<file path="src/rtl/dpr_op_pkg.sv">
// Shared definitions for the dpr_op_engine datapath: opcode values, FSM states
// and the shift-amount width helper.
package dpr_op_pkg;

    localparam int OP_ADD = 0;
    localparam int OP_DEC = 1;
    localparam int OP_DIV = 2;
    localparam int OP_INC = 3;
    localparam int OP_MOD = 4;
    localparam int OP_MUL = 5;
    localparam int OP_MUX = 6;
    localparam int OP_REG = 7;
    localparam int OP_SHL = 8;
    localparam int OP_SHR = 9;
    localparam int OP_SUB = 10;

    typedef enum logic [1:0] {
        ST_IDLE = 2'd0,
        ST_DIV  = 2'd1,
        ST_DONE = 2'd2
    } state_t;

    function automatic int shamt_w(input int width);
        return $clog2(width);
    endfunction

endpackage

</file>
<file path="src/rtl/dpr_op_engine_if.sv">
// Operand/result handshake bundle between the PS-side producer (master) and
// dpr_op_engine (slave).
interface dpr_op_engine_if #(
    parameter int DATAWIDTH = 16,
    parameter int OPW       = 5
);
    logic                 in_valid;
    logic                 in_ready;
    logic [DATAWIDTH-1:0] a;
    logic [DATAWIDTH-1:0] b;
    logic [OPW-1:0]       op_sel;
    logic                 mux_sel;
    logic                 out_valid;
    logic                 out_ready;
    logic [DATAWIDTH-1:0] out;
    logic                 comp_lt;
    logic                 comp_gt;
    logic                 comp_eq;
    logic                 div_zero;

    modport master (
        output in_valid, a, b, op_sel, mux_sel, out_ready,
        input  in_ready, out_valid, out, comp_lt, comp_gt, comp_eq, div_zero
    );

    modport slave (
        input  in_valid, a, b, op_sel, mux_sel, out_ready,
        output in_ready, out_valid, out, comp_lt, comp_gt, comp_eq, div_zero
    );
endinterface

</file>
<file path="src/rtl/dpr_op_div.sv">
// Restoring unsigned divider, one quotient bit per cycle. The first bit is
// resolved on the start edge so a W-bit division finishes W cycles after start.
module dpr_op_div #(
    parameter int W = 16
) (
    input  logic         clk,
    input  logic         rst,
    input  logic         abort,
    input  logic         start,
    input  logic [W-1:0] dividend,
    input  logic [W-1:0] divisor,
    output logic         busy,
    output logic         done,
    output logic [W-1:0] quot,
    output logic [W-1:0] rem
);
    localparam int CW = $clog2(W);

    logic [CW-1:0] cnt;
    logic [W-1:0]  rem_r, quot_r, dvs_r;
    logic [W-1:0]  rem_src, quot_src, dvs_src, rem_nxt;
    logic [W:0]    trial;
    logic          fits;

    assign rem_src  = start ? '0 : rem_r;
    assign quot_src = start ? dividend : quot_r;
    assign dvs_src  = start ? divisor : dvs_r;

    // Partial remainder stays below the divisor, so one extra bit covers the shift.
    assign trial   = {rem_src, quot_src[W-1]};
    assign fits    = trial >= {1'b0, dvs_src};
    assign rem_nxt = fits ? W'(trial - {1'b0, dvs_src}) : trial[W-1:0];

    always_ff @(posedge clk or negedge rst) begin
        if (!rst) begin
            busy <= 1'b0;
            done <= 1'b0;
            cnt  <= '0;
        end else begin
            done <= 1'b0;
            if (abort) begin
                busy <= 1'b0;
            end else if (start) begin
                busy <= 1'b1;
                cnt  <= CW'(1);
            end else if (busy) begin
                cnt <= cnt + CW'(1);
                if (cnt == CW'(W - 1)) begin
                    busy <= 1'b0;
                    done <= 1'b1;
                end
            end
        end
    end

    always_ff @(posedge clk) begin
        if (start || busy) begin
            rem_r  <= rem_nxt;
            quot_r <= {quot_src[W-2:0], fits};
            dvs_r  <= dvs_src;
        end
    end

    assign quot = quot_r;
    assign rem  = rem_r;
endmodule

</file>
<file path="src/rtl/dpr_op_engine.sv">
// Handshaked op-select datapath with comparison flags and decouple abort.
// Define DPR_OP_ENGINE_DIV_EN to build the iterative DIV/MOD divider.
module dpr_op_engine
    import dpr_op_pkg::*;
#(
    parameter int DATAWIDTH = 16,
    parameter int OPW       = 5
) (
    input  logic           clk,
    input  logic           rst,
    input  logic           decouple,
    dpr_op_engine_if.slave bus
);
    localparam int SHW = shamt_w(DATAWIDTH);

    state_t               state;
    logic [DATAWIDTH-1:0] out_r, hist, res;
    logic                 lt_r, gt_r, eq_r, dz_r;
    logic                 lt_c, gt_c, eq_c, dz_c;
    logic                 accept, go_div;
    logic [SHW-1:0]       shamt;

    assign bus.in_ready  = (state == ST_IDLE) && !decouple;
    assign bus.out_valid = (state == ST_DONE);
    assign bus.out       = out_r;
    assign bus.comp_lt   = lt_r;
    assign bus.comp_gt   = gt_r;
    assign bus.comp_eq   = eq_r;
    assign bus.div_zero  = dz_r;

    assign accept = bus.in_valid && bus.in_ready;
    assign shamt  = bus.b[SHW-1:0];
    assign lt_c   = bus.a < bus.b;
    assign gt_c   = bus.a > bus.b;
    assign eq_c   = bus.a == bus.b;

    always_comb begin
        res  = '0;
        dz_c = 1'b0;
        case (int'(bus.op_sel))
            OP_ADD: res = bus.a + bus.b;
            OP_DEC: res = bus.a - DATAWIDTH'(1);
            OP_INC: res = bus.a + DATAWIDTH'(1);
            OP_MUL: res = bus.a * bus.b;
            OP_MUX: res = bus.mux_sel ? bus.b : bus.a;
            OP_REG: res = hist;
            OP_SHL: res = bus.a << shamt;
            OP_SHR: res = bus.a >> shamt;
            OP_SUB: res = bus.a - bus.b;
`ifdef DPR_OP_ENGINE_DIV_EN
            // Only the divide-by-zero outcome is resolved here; b != 0 goes to the divider.
            OP_DIV: begin res = '1;    dz_c = 1'b1; end
            OP_MOD: begin res = bus.a; dz_c = 1'b1; end
`else
            OP_DIV, OP_MOD: dz_c = 1'b1;
`endif
            default: res = '0;
        endcase
    end

`ifdef DPR_OP_ENGINE_DIV_EN
    logic                 div_busy, div_done;
    logic                 pend_mod, pend_lt, pend_gt, pend_eq;
    logic [DATAWIDTH-1:0] quot, rem;

    assign go_div = accept && (bus.b != '0) &&
                    (int'(bus.op_sel) == OP_DIV || int'(bus.op_sel) == OP_MOD);

    dpr_op_div #(.W(DATAWIDTH)) u_div (
        .clk      (clk),
        .rst      (rst),
        .abort    (decouple),
        .start    (go_div),
        .dividend (bus.a),
        .divisor  (bus.b),
        .busy     (div_busy),
        .done     (div_done),
        .quot     (quot),
        .rem      (rem)
    );

    // Flags are parked here so the visible flag outputs only change on entry to DONE.
    always_ff @(posedge clk) begin
        if (go_div) begin
            pend_mod <= (int'(bus.op_sel) == OP_MOD);
            pend_lt  <= lt_c;
            pend_gt  <= gt_c;
            pend_eq  <= eq_c;
        end
    end
`else
    assign go_div = 1'b0;
`endif

    always_ff @(posedge clk or negedge rst) begin
        if (!rst) begin
            state <= ST_IDLE;
            out_r <= '0;
            lt_r  <= 1'b0;
            gt_r  <= 1'b0;
            eq_r  <= 1'b0;
            dz_r  <= 1'b0;
            hist  <= '0;
        end else if (decouple) begin
            state <= ST_IDLE;
        end else begin
            case (state)
                ST_IDLE: begin
                    if (accept) begin
                        if (go_div) begin
                            state <= ST_DIV;
                        end else begin
                            state <= ST_DONE;
                            out_r <= res;
                            lt_r  <= lt_c;
                            gt_r  <= gt_c;
                            eq_r  <= eq_c;
                            dz_r  <= dz_c;
                        end
                    end
                end
`ifdef DPR_OP_ENGINE_DIV_EN
                ST_DIV: begin
                    if (div_done && !div_busy) begin
                        state <= ST_DONE;
                        out_r <= pend_mod ? rem : quot;
                        lt_r  <= pend_lt;
                        gt_r  <= pend_gt;
                        eq_r  <= pend_eq;
                        dz_r  <= 1'b0;
                    end
                end
`endif
                ST_DONE: begin
                    if (bus.out_ready) begin
                        state <= ST_IDLE;
                        hist  <= out_r;
                    end
                end
                default: state <= ST_IDLE;
            endcase
        end
    end
endmodule
</file>
<file path="src/flat_wrapper.sv">
// flat-port wrapper written by rule: the top's interface ports become plain ports
module dpr_op_engine_flat import dpr_op_pkg::*;
#(
    parameter int DATAWIDTH = 16,
    parameter int OPW       = 5
)
  (clk, rst, decouple, bus_in_valid, bus_a, bus_b, bus_op_sel, bus_mux_sel, bus_out_ready, bus_in_ready, bus_out_valid, bus_out, bus_comp_lt, bus_comp_gt, bus_comp_eq, bus_div_zero);
  dpr_op_engine_if #(.DATAWIDTH(DATAWIDTH), .OPW(OPW)) bus_i ();
  input  logic clk;
  input  logic rst;
  input  logic decouple;
  input wire logic [$bits(bus_i.in_valid)-1:0] bus_in_valid;
  input wire logic [$bits(bus_i.a)-1:0] bus_a;
  input wire logic [$bits(bus_i.b)-1:0] bus_b;
  input wire logic [$bits(bus_i.op_sel)-1:0] bus_op_sel;
  input wire logic [$bits(bus_i.mux_sel)-1:0] bus_mux_sel;
  input wire logic [$bits(bus_i.out_ready)-1:0] bus_out_ready;
  output wire logic [$bits(bus_i.in_ready)-1:0] bus_in_ready;
  output wire logic [$bits(bus_i.out_valid)-1:0] bus_out_valid;
  output wire logic [$bits(bus_i.out)-1:0] bus_out;
  output wire logic [$bits(bus_i.comp_lt)-1:0] bus_comp_lt;
  output wire logic [$bits(bus_i.comp_gt)-1:0] bus_comp_gt;
  output wire logic [$bits(bus_i.comp_eq)-1:0] bus_comp_eq;
  output wire logic [$bits(bus_i.div_zero)-1:0] bus_div_zero;
  assign bus_i.in_valid = bus_in_valid;
  assign bus_i.a = bus_a;
  assign bus_i.b = bus_b;
  assign bus_i.op_sel = bus_op_sel;
  assign bus_i.mux_sel = bus_mux_sel;
  assign bus_i.out_ready = bus_out_ready;
  assign bus_in_ready = bus_i.in_ready;
  assign bus_out_valid = bus_i.out_valid;
  assign bus_out = bus_i.out;
  assign bus_comp_lt = bus_i.comp_lt;
  assign bus_comp_gt = bus_i.comp_gt;
  assign bus_comp_eq = bus_i.comp_eq;
  assign bus_div_zero = bus_i.div_zero;
  dpr_op_engine #(.DATAWIDTH(DATAWIDTH), .OPW(OPW)) u_core (.clk(clk), .rst(rst), .decouple(decouple), .bus(bus_i));
endmodule
</file>
<file path="config.mk">
export PLATFORM = sky130hd
export DESIGN_NAME = dpr_op_engine_flat
export DESIGN_NICKNAME = d
export VERILOG_FILES = /design/src/rtl/dpr_op_pkg.sv /design/src/rtl/dpr_op_engine_if.sv /design/src/rtl/dpr_op_div.sv /design/src/rtl/dpr_op_engine.sv /design/src/flat_wrapper.sv
export SDC_FILE = /design/constraint.sdc
export NUM_CORES = 1
export LEC_CHECK = 0
export CORE_MARGIN = 2
export CORE_UTILIZATION = 50
export DETAILED_ROUTE_END_ITERATION = 10
export PLACE_DENSITY = 0.71
export SLEW_MARGIN = 25
export SYNTH_ARGS = -nofsm -noshare
export SYNTH_HDL_FRONTEND = slang
export SYNTH_SLANG_ARGS = --single-unit
</file>
<file path="constraint.sdc">
create_clock -name clk -period 1.8 [get_ports clk]
set_input_delay 0.18 -clock clk [delete_from_list [all_inputs] [get_ports clk]]
set_output_delay 0.18 -clock clk [all_outputs]
set_load 0.03 [all_outputs]
</file>
==> qor.json, run 1 <==
{
  "row_count": {"value": 48},
  "yosys.cell_count.top_type": {"value": "sky130_fd_sc_hd__inv_1"},
  "hold_path_class": {"value": "in2async"},
  "drt-wirelength-per-cell": {"value": 23.8, "unit": "µm"},
  "first_global_vias": {"value": 10200},
  "grt_first_pass_wirelength": {"value": 57.9, "unit": "mm"},
  "ios": {"value": 65},
  "setup.worst_path.class": {"value": "in2reg"},
  "setup_viol_count_final": {"value": 19},
  "initial_antenna_violation_count": {"value": 0},
  "drtPass1Iterations": {"value": 7},
  "number_of_nets_in_the_layout": {"value": 1679},
  "worstPathArrival": {"value": 5.31, "unit": "ns"},
  "overall_power_consumption": {"value": 16900, "unit": "µW"},
  "launch_point_of_the_critical_path": {"value": "bus_a[7]"},
  "dominant_combinational_cell_family_by_area_after_synthesis": {"value": "adder cells"},
  "required": {"value": 1.96, "unit": "ns"},
  "synth.net_count": {"value": 1314},
  "max_freq": {"value": 194, "unit": "MHz"},
  "drt_drc_violations_left": {"value": 0},
  "synth_top_area_share": {"value": 18.7, "unit": "%"},
  "number_of_pins_exceeding_their_max_slew_limit_in_the_final_report": {"value": 0},
  "area_growth": {"value": 58.6, "unit": "%"},
  "critical_path.max_fanout": {"value": 4},
  "period_needed": {"value": 5.15, "unit": "ns"},
  "drt-vias-per-instance": {"value": 5.94},
  "ant_nets": {"value": 0},
  "dieWidth": {"value": 137, "unit": "µm"},
  "cellPowerDensity": {"value": 1210, "unit": "nW/µm²"},
  "setup_slack": {"value": -3.35, "unit": "ns"},
  "area.sequential": {"value": 926, "unit": "µm²"},
  "use_met1": {"value": 54.1, "unit": "%"},
  "globalRoute.totalOverflow": {"value": 0},
  "holdWs": {"value": 0.484, "unit": "ns"},
  "design.die.area": {"value": 18700, "unit": "µm²"},
  "finClkSkew": {"value": 0.00674, "unit": "ns"},
  "synth_compound_area_share": {"value": 18.1, "unit": "%"},
  "worst-r2r-setup-slack": {"value": -0.18, "unit": "ns"},
  "insertion_delay": {"value": 0.29, "unit": "ns"},
  "final_hold_viol_count": {"value": 0},
  "rr_endpoint": {"value": "u_core.bus.out[15]"},
  "clock-sinks": {"value": 37},
  "synth_cells": {"value": 1100},
  "yosys.area_share.adder": {"value": 31.3, "unit": "%"},
  "synth_top_cell_by_area": {"value": "sky130_fd_sc_hd__fa_1"},
  "critical_path.reg2reg.startpoint": {"value": "u_core.state[1]"},
  "max_slew.worst_pin.slew": {"value": 0.664, "unit": "ns"},
  "yosys-top-cells-count": {"value": "sky130_fd_sc_hd__inv_1, sky130_fd_sc_hd__nand2_1, sky130_fd_sc_hd__ha_1"},
  "top_post_synthesis_cells_by_area": {"value": "sky130_fd_sc_hd__fa_1, sky130_fd_sc_hd__ha_1, sky130_fd_sc_hd__dfrtp_1"},
  "cts_tree": {"value": "yes"},
  "yosys.cell_types.count": {"value": 73},
  "ys_seq_elements": {"value": 37},
  "largest_net_degree_at_the_start_of_global_routing": {"value": 38},
  "syn-mean-instance-area": {"value": 8.00, "unit": "µm²"},
  "grt_util_met2": {"value": 67.1, "unit": "%"},
  "synth.area.mux_share": {"value": 7.52, "unit": "%"},
  "start_util": {"value": 51.1, "unit": "%"},
  "post_route_cells_drive_above_1_share": {"value": 41.3, "unit": "%"},
  "final.period_utilization": {"value": 286, "unit": "%"},
  "antenna_cells_inserted": {"value": 0},
  "detail_route.iter0.violations": {"value": 1184},
  "violated_checks": {"value": "setup timing"},
  "vdd_ir_drop_max": {"value": 1.29, "unit": "mV"},
  "cp-endpoint": {"value": "u_core.bus.out[13]"},
  "num_cts_buffers": {"value": 5},
  "critical_path.startpoint_type": {"value": "input pin"},
  "p_leak": {"value": 0.00661, "unit": "µW"},
  "placeableCoreArea": {"value": 17200, "unit": "µm²"},
  "synth.yosys.warnings": {"value": 0},
  "floorplan.die.height": {"value": 137, "unit": "µm"},
  "detailed_route_wire_length": {"value": 40.2, "unit": "mm"},
  "synth-async-reset-ratio": {"value": 100, "unit": "%"},
  "gr-max-usage-layer": {"value": "met2"},
  "detailroute.via_count": {"value": 10100},
  "globalRouteTotalUtil": {"value": 41.5, "unit": "%"},
  "setup.worst_path.end_class": {"value": "register"},
  "use_met3": {"value": 7.48, "unit": "%"},
  "portBuffers": {"value": 64},
  "clkTransAtPathRegs": {"value": 0.07, "unit": "ns"},
  "fill_cells": {"value": 1072},
  "detailed_place_hpwl": {"value": 28.3, "unit": "mm"},
  "worst_slack_placed": {"value": -4.10, "unit": "ns"},
  "synth-main-ff-cell": {"value": "sky130_fd_sc_hd__dfrtp_1"},
  "count_of_flip_flops_with_a_built_in_enable_after_synthesis": {"value": 0},
  "cap_viol_max_count": {"value": 0},
  "cts_max_level": {"value": 2},
  "clock_path_buffers": {"value": 2},
  "status": {"value": "finished, violations left"},
  "r2r.worst_path.cells": {"value": 7},
  "cts.root.buffer_cell": {"value": "sky130_fd_sc_hd__clkbuf_16"},
  "globalplace.congestion": {"value": 1.05},
  "grt_setup_unrepaired": {"value": "true"},
  "synth-simple-area-share": {"value": 17.5, "unit": "%"},
  "multi_input_comb_area": {"value": 8370, "unit": "µm²"},
  "synth.yosys.seq_area_share": {"value": 10.5, "unit": "%"},
  "post_synth_xor_area_fraction": {"value": 6.17, "unit": "%"},
  "max_slew_margin": {"value": 55.2, "unit": "%"},
  "mappedNetlistArea": {"value": 8800, "unit": "µm²"}
}
where the power goes:
group          internal (µW)  total, µW  switching, µW  leakage, µW
Sequential               890        939           48.8     0.000509
Clock                    509        897            389    0.0000696
Combinational           7480      15000           7560      0.00603
critical path: stages:
cell and delay (ns):
sky130_fd_sc_hd__buf_8 0.10, sky130_fd_sc_hd__and2_4 0.15, sky130_fd_sc_hd__fa_1 0.54, sky130_fd_sc_hd__inv_1 0.06
sky130_fd_sc_hd__fa_1 0.53, sky130_fd_sc_hd__fa_1 0.44, sky130_fd_sc_hd__fa_1 0.52, sky130_fd_sc_hd__inv_2 0.05
sky130_fd_sc_hd__fa_1 0.50, sky130_fd_sc_hd__inv_2 0.04, sky130_fd_sc_hd__fa_1 0.50, sky130_fd_sc_hd__inv_2 0.07
sky130_fd_sc_hd__ha_4 0.22, sky130_fd_sc_hd__a21o_1 0.21, sky130_fd_sc_hd__a21oi_2 0.16, sky130_fd_sc_hd__o211ai_1 0.13
sky130_fd_sc_hd__buf_4 0.18, sky130_fd_sc_hd__xor2_1 0.17, sky130_fd_sc_hd__a221o_1 0.31, sky130_fd_sc_hd__o21ai_1 0.12
sky130_fd_sc_hd__o311ai_1 0.11
final cells by class:
| type | instances | area share (%) |
|---|---|---|
| Clock buffer | 5 | 0.897 |
| Clock inverter | 3 | 0.126 |
| Inverter | 149 | 4.08 |
| Multi-Input combinational cell | 862 | 60.0 |
| Sequential cell | 37 | 6.64 |
| Tap cell | 225 | 2.02 |
| Timing Repair Buffer | 410 | 26.2 |
state kept, by name (all words and copies together), names as in the netlist:
signal,cells
u_core.bus.comp_lt,1
u_core.state,1
u_core.bus.div_zero,1
u_core.bus.out,16
u_core.bus.comp_eq,1
u_core.hist,16
u_core.bus.comp_gt,1
kinds of logic (layout without fill, tap and decap cells):
kind of cell,Yosys count,count (layout)
adder cells (fa/ha/maj),171,171
multiplexers,60,60
flip-flops,37,37
AND/OR/NAND/NOR,331,332
AO/OA/AOI/OAI,237,237
buffers and inverters,202,567
XOR/XNOR,62,62
stage by stage:
| stage | setup TNS, ns | instances | utilization, % | instance area (µm²) |
|---|---|---|---|---|
| 2_1_floorplan | -36.66 | 1100 | - | 9160 |
| 3_3_place_gp | -54.99 | 1617 | 68.9 | 11900 |
| 3_5_place_dp | -55.53 | 1617 | 68.9 | 11900 |
| 4_1_cts | -37.32 | 1672 | 78.0 | 13400 |
| 5_1_grt | -41.17 | 1691 | 81.0 | 14000 |
| 6_report | -39.32 | 1691 | 81.0 | 14000 |
worst min path at each step:
stage                  startpoint                 end  slack [ns]  depth (start not counted)
2_1_floorplan                 rst  u_core.bus.comp_eq       -0.12                          0
3_3_place_gp                  rst   u_core.bus.out[4]        0.26                          2
3_5_place_dp                  rst   u_core.bus.out[5]        0.27                          2
4_1_cts                       rst   u_core.bus.out[1]        0.49                          3
5_1_grt        u_core.bus.comp_gt  u_core.bus.comp_gt        0.50                          1
6_report                      rst   u_core.bus.out[1]        0.48                          3
cells in the final DEF, fill, tap and decap left out, drive strengths merged, types with 34 or more instances in the layout:
cell,count
dfrtp,37
xnor2,44
o21ai,63
mux2i,38
nor2,87
ha,89
a21oi,52
and2,41
inv,148
buf,362
fa,82
nand2,125
clkdlybuf4s50,34
per-layer routing:
metal | wire length [µm] | vias up
met5 | 0 | -
met4 | 2380 | 0
met3 | 4110 | 174
met2 | 18300 | 613
met1 | 15300 | 4815
li1 | - | 4449
what timing repair did:
item                                    4_1_cts  5_1_grt
pin swaps                                   116       80
cloned                                        2        1
setup buffers                                45       23
hold buffers                                  1        0
endpoints found under the setup margin       19       19
gates resized for setup                     333       87
hold endpoints to repair                     37        0
No activity file was read; power rests on OpenSTA's default activity.
==> run 2: changes to the inputs <==
Settings changed: TNS_END_PERCENT set to 1.
==> run 2 against run 1 <==
The flow still finishes with violations (setup timing). Register-to-register slack improved by 0.24 ns. Die area unchanged. Core utilization decreased by 7.7 points. Clock power decreased by 7.6%. Via count decreased by 2.1%. Wire length decreased by 9.8%. Hold slack got worse by 0.0064 ns. Total power decreased by 23%. Cell count decreased by 1.8%. Maximum frequency decreased by 1.5%. Non-clock buffer count decreased by 29. Critical endpoint unchanged.
==> qor.json, run 2 (same netlist as run 1, synthesis figures left out) <==
{
  "netSwitchingPower": {"value": 6300, "unit": "µW"},
  "setup.worst_path.class": {"value": "in2reg"},
  "globalRouteTotalUtil": {"value": 38.7, "unit": "%"},
  "ios": {"value": 65},
  "cp_common_cell": {"value": "sky130_fd_sc_hd__fa_1"},
  "cts_max_level": {"value": 2},
  "cap_viol_max_count": {"value": 0},
  "cts_tree": {"value": "yes"},
  "row_count": {"value": 48},
  "clkTransAtPathRegs": {"value": 0.06, "unit": "ns"},
  "critical_path.max_fanout": {"value": 5},
  "number_of_nets_in_the_layout": {"value": 1649},
  "comb_power_share": {"value": 86.3, "unit": "%"},
  "final.period_utilization": {"value": 290, "unit": "%"},
  "share_clk_of_total_power": {"value": 6.4, "unit": "%"},
  "top_library_cells_by_usage_in_the_layout_fill_and_taps_aside": {"value": "sky130_fd_sc_hd__buf_4, sky130_fd_sc_hd__inv_1, sky130_fd_sc_hd__nand2_1"},
  "detail_route.iter0.violations": {"value": 1065},
  "drtPass1Iterations": {"value": 5},
  "sw_frac_of_total": {"value": 48.8, "unit": "%"},
  "max_freq": {"value": 191, "unit": "MHz"},
  "cp_num_buf_inv": {"value": 5},
  "layout_commonest_cell": {"value": "sky130_fd_sc_hd__buf_4"},
  "worst_slack_placed": {"value": -3.99, "unit": "ns"},
  "max_slew.worst_pin.slew": {"value": 0.609, "unit": "ns"},
  "drt_drc_violations_left": {"value": 0},
  "worstPathCellList": {"value": "buf_8 -> and2_4 -> fa_1 -> inv_2 -> fa_1 -> inv_2 -> fa_1 -> fa_1 -> fa_1 -> inv_2 -> fa_1 -> inv_2 -> ha_4 -> and3_4 -> nand2_2 -> o211ai_1 -> xor2_1 -> a221o_1 -> o21ai_1 -> o311ai_1"},
  "clock-sinks": {"value": 37},
  "globalRoute.totalOverflow": {"value": 0},
  "dieWidth": {"value": 137, "unit": "µm"},
  "detailroute.via_count": {"value": 9842},
  "start_util": {"value": 51.1, "unit": "%"},
  "worstPathArrival": {"value": 5.37, "unit": "ns"},
  "cp_slowest_cell": {"value": "sky130_fd_sc_hd__fa_1"},
  "final_hold_viol_count": {"value": 0},
  "violated_checks": {"value": "setup timing"},
  "max_slew_margin": {"value": 58.9, "unit": "%"},
  "critPathTopFamily": {"value": "adder cells"},
  "period_needed": {"value": 5.22, "unit": "ns"},
  "clock_path_buffers": {"value": 2},
  "drt-wirelength-per-cell": {"value": 21.8, "unit": "µm"},
  "area_growth": {"value": 43.5, "unit": "%"},
  "number_of_pins_exceeding_their_max_slew_limit_in_the_final_report": {"value": 0},
  "p_leak": {"value": 0.00628, "unit": "µW"},
  "insertion_delay": {"value": 0.28, "unit": "ns"},
  "critPathMaxStageDelay": {"value": 0.59, "unit": "ns"},
  "critical_path.startpoint_type": {"value": "input pin"},
  "detailed_route_wire_length": {"value": 36.2, "unit": "mm"},
  "finClkSkew": {"value": 0.00510, "unit": "ns"},
  "ant_nets": {"value": 0},
  "final_core_utilization": {"value": 73.3, "unit": "%"},
  "placeableCoreArea": {"value": 17200, "unit": "µm²"},
  "initial_antenna_violation_count": {"value": 0},
  "antenna_cells_inserted": {"value": 0},
  "required": {"value": 1.95, "unit": "ns"},
  "first_global_vias": {"value": 9780},
  "post_route_cells_drive_above_1_share": {"value": 32.3, "unit": "%"},
  "setup_tns": {"value": -40.88, "unit": "ns"},
  "portBuffers": {"value": 64},
  "setup_slack": {"value": -3.42, "unit": "ns"},
  "hold_path_class": {"value": "in2reg"},
  "detailed_place_hpwl": {"value": 28.5, "unit": "mm"},
  "globalplace.congestion": {"value": 1.05},
  "status": {"value": "finished, violations left"},
  "cellPowerDensity": {"value": 1020, "unit": "nW/µm²"},
  "cts.root.buffer_cell": {"value": "sky130_fd_sc_hd__clkbuf_16"},
  "grt_setup_unrepaired": {"value": "true"},
  "power.sequential.fraction": {"value": 7.3, "unit": "%"},
  "p_int": {"value": 6610, "unit": "µW"},
  "drt-vias-per-instance": {"value": 5.93},
  "setup_viol_count_final": {"value": 19},
  "num_cts_buffers": {"value": 5},
  "vdd_ir_drop_max": {"value": 1.64, "unit": "mV"},
  "setup.worst_path.end_class": {"value": "register"},
  "largest_net_degree_at_the_start_of_global_routing": {"value": 38},
  "floorplan.die.height": {"value": 137, "unit": "µm"},
  "holdWs": {"value": 0.477, "unit": "ns"},
  "grt_first_pass_wirelength": {"value": 54.4, "unit": "mm"},
  "design.die.area": {"value": 18700, "unit": "µm²"}
}
## run 2: cell types whose count changed in the layout (fill, tap and decap cells not counted), moves of 7 or more
cell / previous run / this run
sky130_fd_sc_hd__and2_1: 21 / 31
sky130_fd_sc_hd__and2_4: 20 / 10
sky130_fd_sc_hd__buf_4: 277 / 296
sky130_fd_sc_hd__buf_6: 56 / 18
sky130_fd_sc_hd__buf_8: 15 / 5
sky130_fd_sc_hd__fa_1: 72 / 79
sky130_fd_sc_hd__fa_2: 10 / 3
sky130_fd_sc_hd__ha_1: 43 / 70
sky130_fd_sc_hd__ha_4: 41 / 13
sky130_fd_sc_hd__inv_1: 114 / 131
sky130_fd_sc_hd__inv_2: 32 / 16
sky130_fd_sc_hd__nor2_1: 74 / 85
sky130_fd_sc_hd__nor2_4: 8 / 1
## run 2: cell type report
class | count | area, µm²
Multi-Input combinational cell | 861 | 7550
Fill cell | 1296 | 4610
Timing Repair Buffer | 381 | 3170
Sequential cell | 37 | 926
Inverter | 149 | 562
Tap cell | 225 | 282
Clock buffer | 6 | 129
Clock inverter | 2 | 10.0
## run 2: metrics by stage
stage	power (µW)	area, µm²	cells
after floorplan	7090	8940	1100
after global placement	10200	11700	1622
after detailed placement	10600	11700	1622
after CTS	12000	12300	1650
after global routing	13800	12600	1661
final	12900	12600	1661
## run 2: routing by layer
layer | up-vias | track usage (%) | share of wire (%)
met5 | - | 0 | 0
met4 | 0 | 14.8 | 5.6
met3 | 146 | 7.93 | 10
met2 | 587 | 60.3 | 45
met1 | 4723 | 52.8 | 39
li1 | 4386 | - | -
## run 2: power groups by stage
stage / sequential, µW / clock [µW] / combinational [µW]
final: 937 / 829 / 11100
after detailed placement: 950 / 0 / 9660
after floorplan: 1000 / 0 / 6080
after CTS: 936 / 831 / 10200
after global routing: 942 / 866 / 12000
after global placement: 948 / 0 / 9290
## run 2: worst paths after layout
check                                   start            endpoint  slack (ns)  cells past startpoint
min                             bus_out_ready     u_core.state[1]        0.48                      2
max                                  bus_a[7]  u_core.bus.out[13]       -3.42                     20
min reg2reg                u_core.bus.comp_gt  u_core.bus.comp_gt        0.48                      1
max reg2reg                   u_core.state[1]   u_core.bus.out[4]        0.06                      6
max in group asynchronous                 rst  u_core.bus.comp_lt        0.95                      3
min in group asynchronous                 rst   u_core.bus.out[1]        0.51                      3
## run 2: timing repair
item,in CTS,in global routing
gates cloned,1,0
resized for setup,123,83
setup buffers,18,12
pin swaps,48,43
endpoints found under the hold margin,37,0
endpoints found under the setup margin,19,20
hold buffers,1,0
## run 2: worst register-to-register path, delay by kind of cell (launching register included)
| kind | cells | cell delay [ns] |
|---|---|---|
| and+or+nand+nor | 3 | 0.68 |
| AOI/OAI and AO/OA | 1 | 0.17 |
| buffers and inverters | 2 | 0.44 |
| DFF | 1 | 0.37 |
==> run 3: changes to the inputs <==
Settings changed: MAX_ROUTING_LAYER set to met4.
==> run 3 against run 2 <==
The run ends with hold timing, setup timing left. Setup slack gained 0.13 ns. Wire length shrank 0.78%. Hold slack worse by 0.49 ns.
==> qor.json, run 3 (same netlist as run 1, synthesis figures left out) <==
{
  "status": {"value": "finished, violations left"},
  "violated_checks": {"value": "hold timing, setup timing"},
  "clkTransAtPathRegs": {"value": 0.06, "unit": "ns"},
  "critical_path.startpoint_type": {"value": "input pin"},
  "cp_num_buf_inv": {"value": 6},
  "critical_path.max_fanout": {"value": 8},
  "drt-vias-per-instance": {"value": 5.82},
  "insertion_delay": {"value": 0.28, "unit": "ns"},
  "post_route_cells_drive_above_1_share": {"value": 34.6, "unit": "%"},
  "portBuffers": {"value": 64},
  "clock_path_buffers": {"value": 2},
  "drt-wirelength-per-cell": {"value": 21.7, "unit": "µm"},
  "max_slew_margin": {"value": 42.9, "unit": "%"},
  "period_needed": {"value": 5.09, "unit": "ns"},
  "number_of_pins_exceeding_their_max_slew_limit_in_the_final_report": {"value": 0},
  "detailroute.via_count": {"value": 9629},
  "top_library_cells_by_usage_in_the_layout_fill_and_taps_aside": {"value": "sky130_fd_sc_hd__buf_4, sky130_fd_sc_hd__inv_1, sky130_fd_sc_hd__nand2_1"},
  "required": {"value": 1.96, "unit": "ns"},
  "initial_antenna_violation_count": {"value": 1},
  "num_cts_buffers": {"value": 5},
  "setup.worst_path.end_class": {"value": "register"},
  "cts_tree": {"value": "yes"},
  "cts.root.buffer_cell": {"value": "sky130_fd_sc_hd__clkbuf_16"},
  "detailed_place_hpwl": {"value": 28.4, "unit": "mm"},
  "overall_power_consumption": {"value": 15600, "unit": "µW"},
  "setup.worst_path.class": {"value": "in2reg"},
  "area_growth": {"value": 45.4, "unit": "%"},
  "cts_hold_buf": {"value": 0},
  "critPathTopFamily": {"value": "adder cells"},
  "setup_tns": {"value": -39.41, "unit": "ns"},
  "finClkSkew": {"value": 0.00590, "unit": "ns"},
  "max_slew.worst_pin.slew": {"value": 0.846, "unit": "ns"},
  "clock-sinks": {"value": 37},
  "hold_path_class": {"value": "in2async"},
  "dieWidth": {"value": 137, "unit": "µm"},
  "cp_slowest_cell": {"value": "sky130_fd_sc_hd__fa_1"},
  "number_of_nets_in_the_layout": {"value": 1641},
  "holdWs": {"value": -0.00789, "unit": "ns"},
  "cts_max_level": {"value": 2},
  "worst_slack_placed": {"value": -4.07, "unit": "ns"},
  "p_leak": {"value": 0.00629, "unit": "µW"},
  "cp_common_cell": {"value": "sky130_fd_sc_hd__fa_1"},
  "final.period_utilization": {"value": 283, "unit": "%"},
  "first_global_vias": {"value": 9526},
  "start_util": {"value": 51.1, "unit": "%"},
  "largest_net_degree_at_the_start_of_global_routing": {"value": 38},
  "globalRouteTotalUtil": {"value": 39.6, "unit": "%"},
  "drtPass1Iterations": {"value": 5},
  "final_hold_viol_count": {"value": 19},
  "cellPowerDensity": {"value": 1220, "unit": "nW/µm²"},
  "detailed_route_wire_length": {"value": 36.0, "unit": "mm"},
  "design.die.area": {"value": 18700, "unit": "µm²"},
  "globalRoute.totalOverflow": {"value": 0},
  "placeableCoreArea": {"value": 17200, "unit": "µm²"},
  "layout_commonest_cell": {"value": "sky130_fd_sc_hd__buf_4"},
  "vdd_ir_drop_max": {"value": 1.99, "unit": "mV"},
  "drt_drc_violations_left": {"value": 0},
  "cap_viol_max_count": {"value": 0},
  "floorplan.die.height": {"value": 137, "unit": "µm"},
  "ios": {"value": 65},
  "ant_nets": {"value": 0},
  "max_freq": {"value": 196, "unit": "MHz"},
  "row_count": {"value": 48},
  "setup_viol_count_final": {"value": 19},
  "grt_first_pass_wirelength": {"value": 53.4, "unit": "mm"},
  "setup_slack": {"value": -3.29, "unit": "ns"},
  "globalplace.congestion": {"value": 1.07},
  "detail_route.iter0.violations": {"value": 1043},
  "grt_setup_unrepaired": {"value": "true"},
  "worstPathArrival": {"value": 5.25, "unit": "ns"},
  "critPathMaxStageDelay": {"value": 0.55, "unit": "ns"},
  "worstPathCellList": {"value": "buf_2 -> buf_12 -> buf_12 -> and2_4 -> fa_1 -> fa_1 -> ha_2 -> fa_1 -> inv_2 -> fa_1 -> fa_1 -> inv_1 -> ha_4 -> o21ai_1 -> a21oi_2 -> nor2_2 -> o211ai_1 -> buf_4 -> a31oi_4 -> xnor2_4 -> a221oi_4 -> a21oi_2"}
}
[run 3: worst paths after layout]
| path | startpoint | to | slack, ns | depth (start not counted) |
|---|---|---|---|---|
| setup / recovery | bus_b[3] | u_core.bus.out[15] | -3.29 | 22 |
| hold / removal | rst | u_core.bus.out[1] | -0.008 | 1 |
| setup reg to reg | u_core.state[1] | u_core.bus.out[15] | -0.16 | 7 |
| hold reg to reg | u_core.bus.comp_gt | u_core.bus.comp_gt | 0.48 | 1 |
| max in group asynchronous | rst | u_core.bus.out[10] | 1.28 | 1 |
| min in group clk | u_core.bus.comp_gt | u_core.bus.comp_gt | 0.48 | 1 |
[run 3: cell type report]
| cell class | instances | area [µm²] |
|---|---|---|
| Multi-Input combinational cell | 861 | 7730 |
| Antenna cell | 1 | 2.50 |
| Sequential cell | 37 | 926 |
| Tap cell | 225 | 282 |
| Clock inverter | 3 | 17.5 |
| Timing Repair Buffer | 373 | 3150 |
| Inverter | 149 | 561 |
| Fill cell | 1284 | 4440 |
| Clock buffer | 5 | 125 |
[run 3: routing by layer]
metal	GRT usage, %	part of all wire, %
met5	-	0
met3	6.63	8.8
met2	61.5	46
met4	14.2	3.8
met1	52.2	41
[run 3: through the flow]
| stage | util, % | instances | cell area, µm² |
|---|---|---|---|
| after detailed placement | 68.3 | 1622 | 11800 |
| final | 74.2 | 1654 | 12800 |
| after global placement | 68.3 | 1622 | 11800 |
| after CTS | 72.3 | 1648 | 12500 |
| after floorplan | - | 1100 | 8940 |
| after global routing | 74.2 | 1654 | 12800 |
[run 3: power breakdown]
group	internal [µW]	switching (µW)	leakage [µW]
logic	6710	7150	0.00571
clock network	507	342	0.0000696
registers	891	46.6	0.000509
[run 3: timing repair]
| item | CTS | global route |
|---|---|---|
| pin swaps | 69 | 66 |
| gates resized for setup | 186 | 77 |
| cloned | 1 | 1 |
| setup endpoints to repair | 19 | 19 |
| buffers inserted | 19 | 5 |
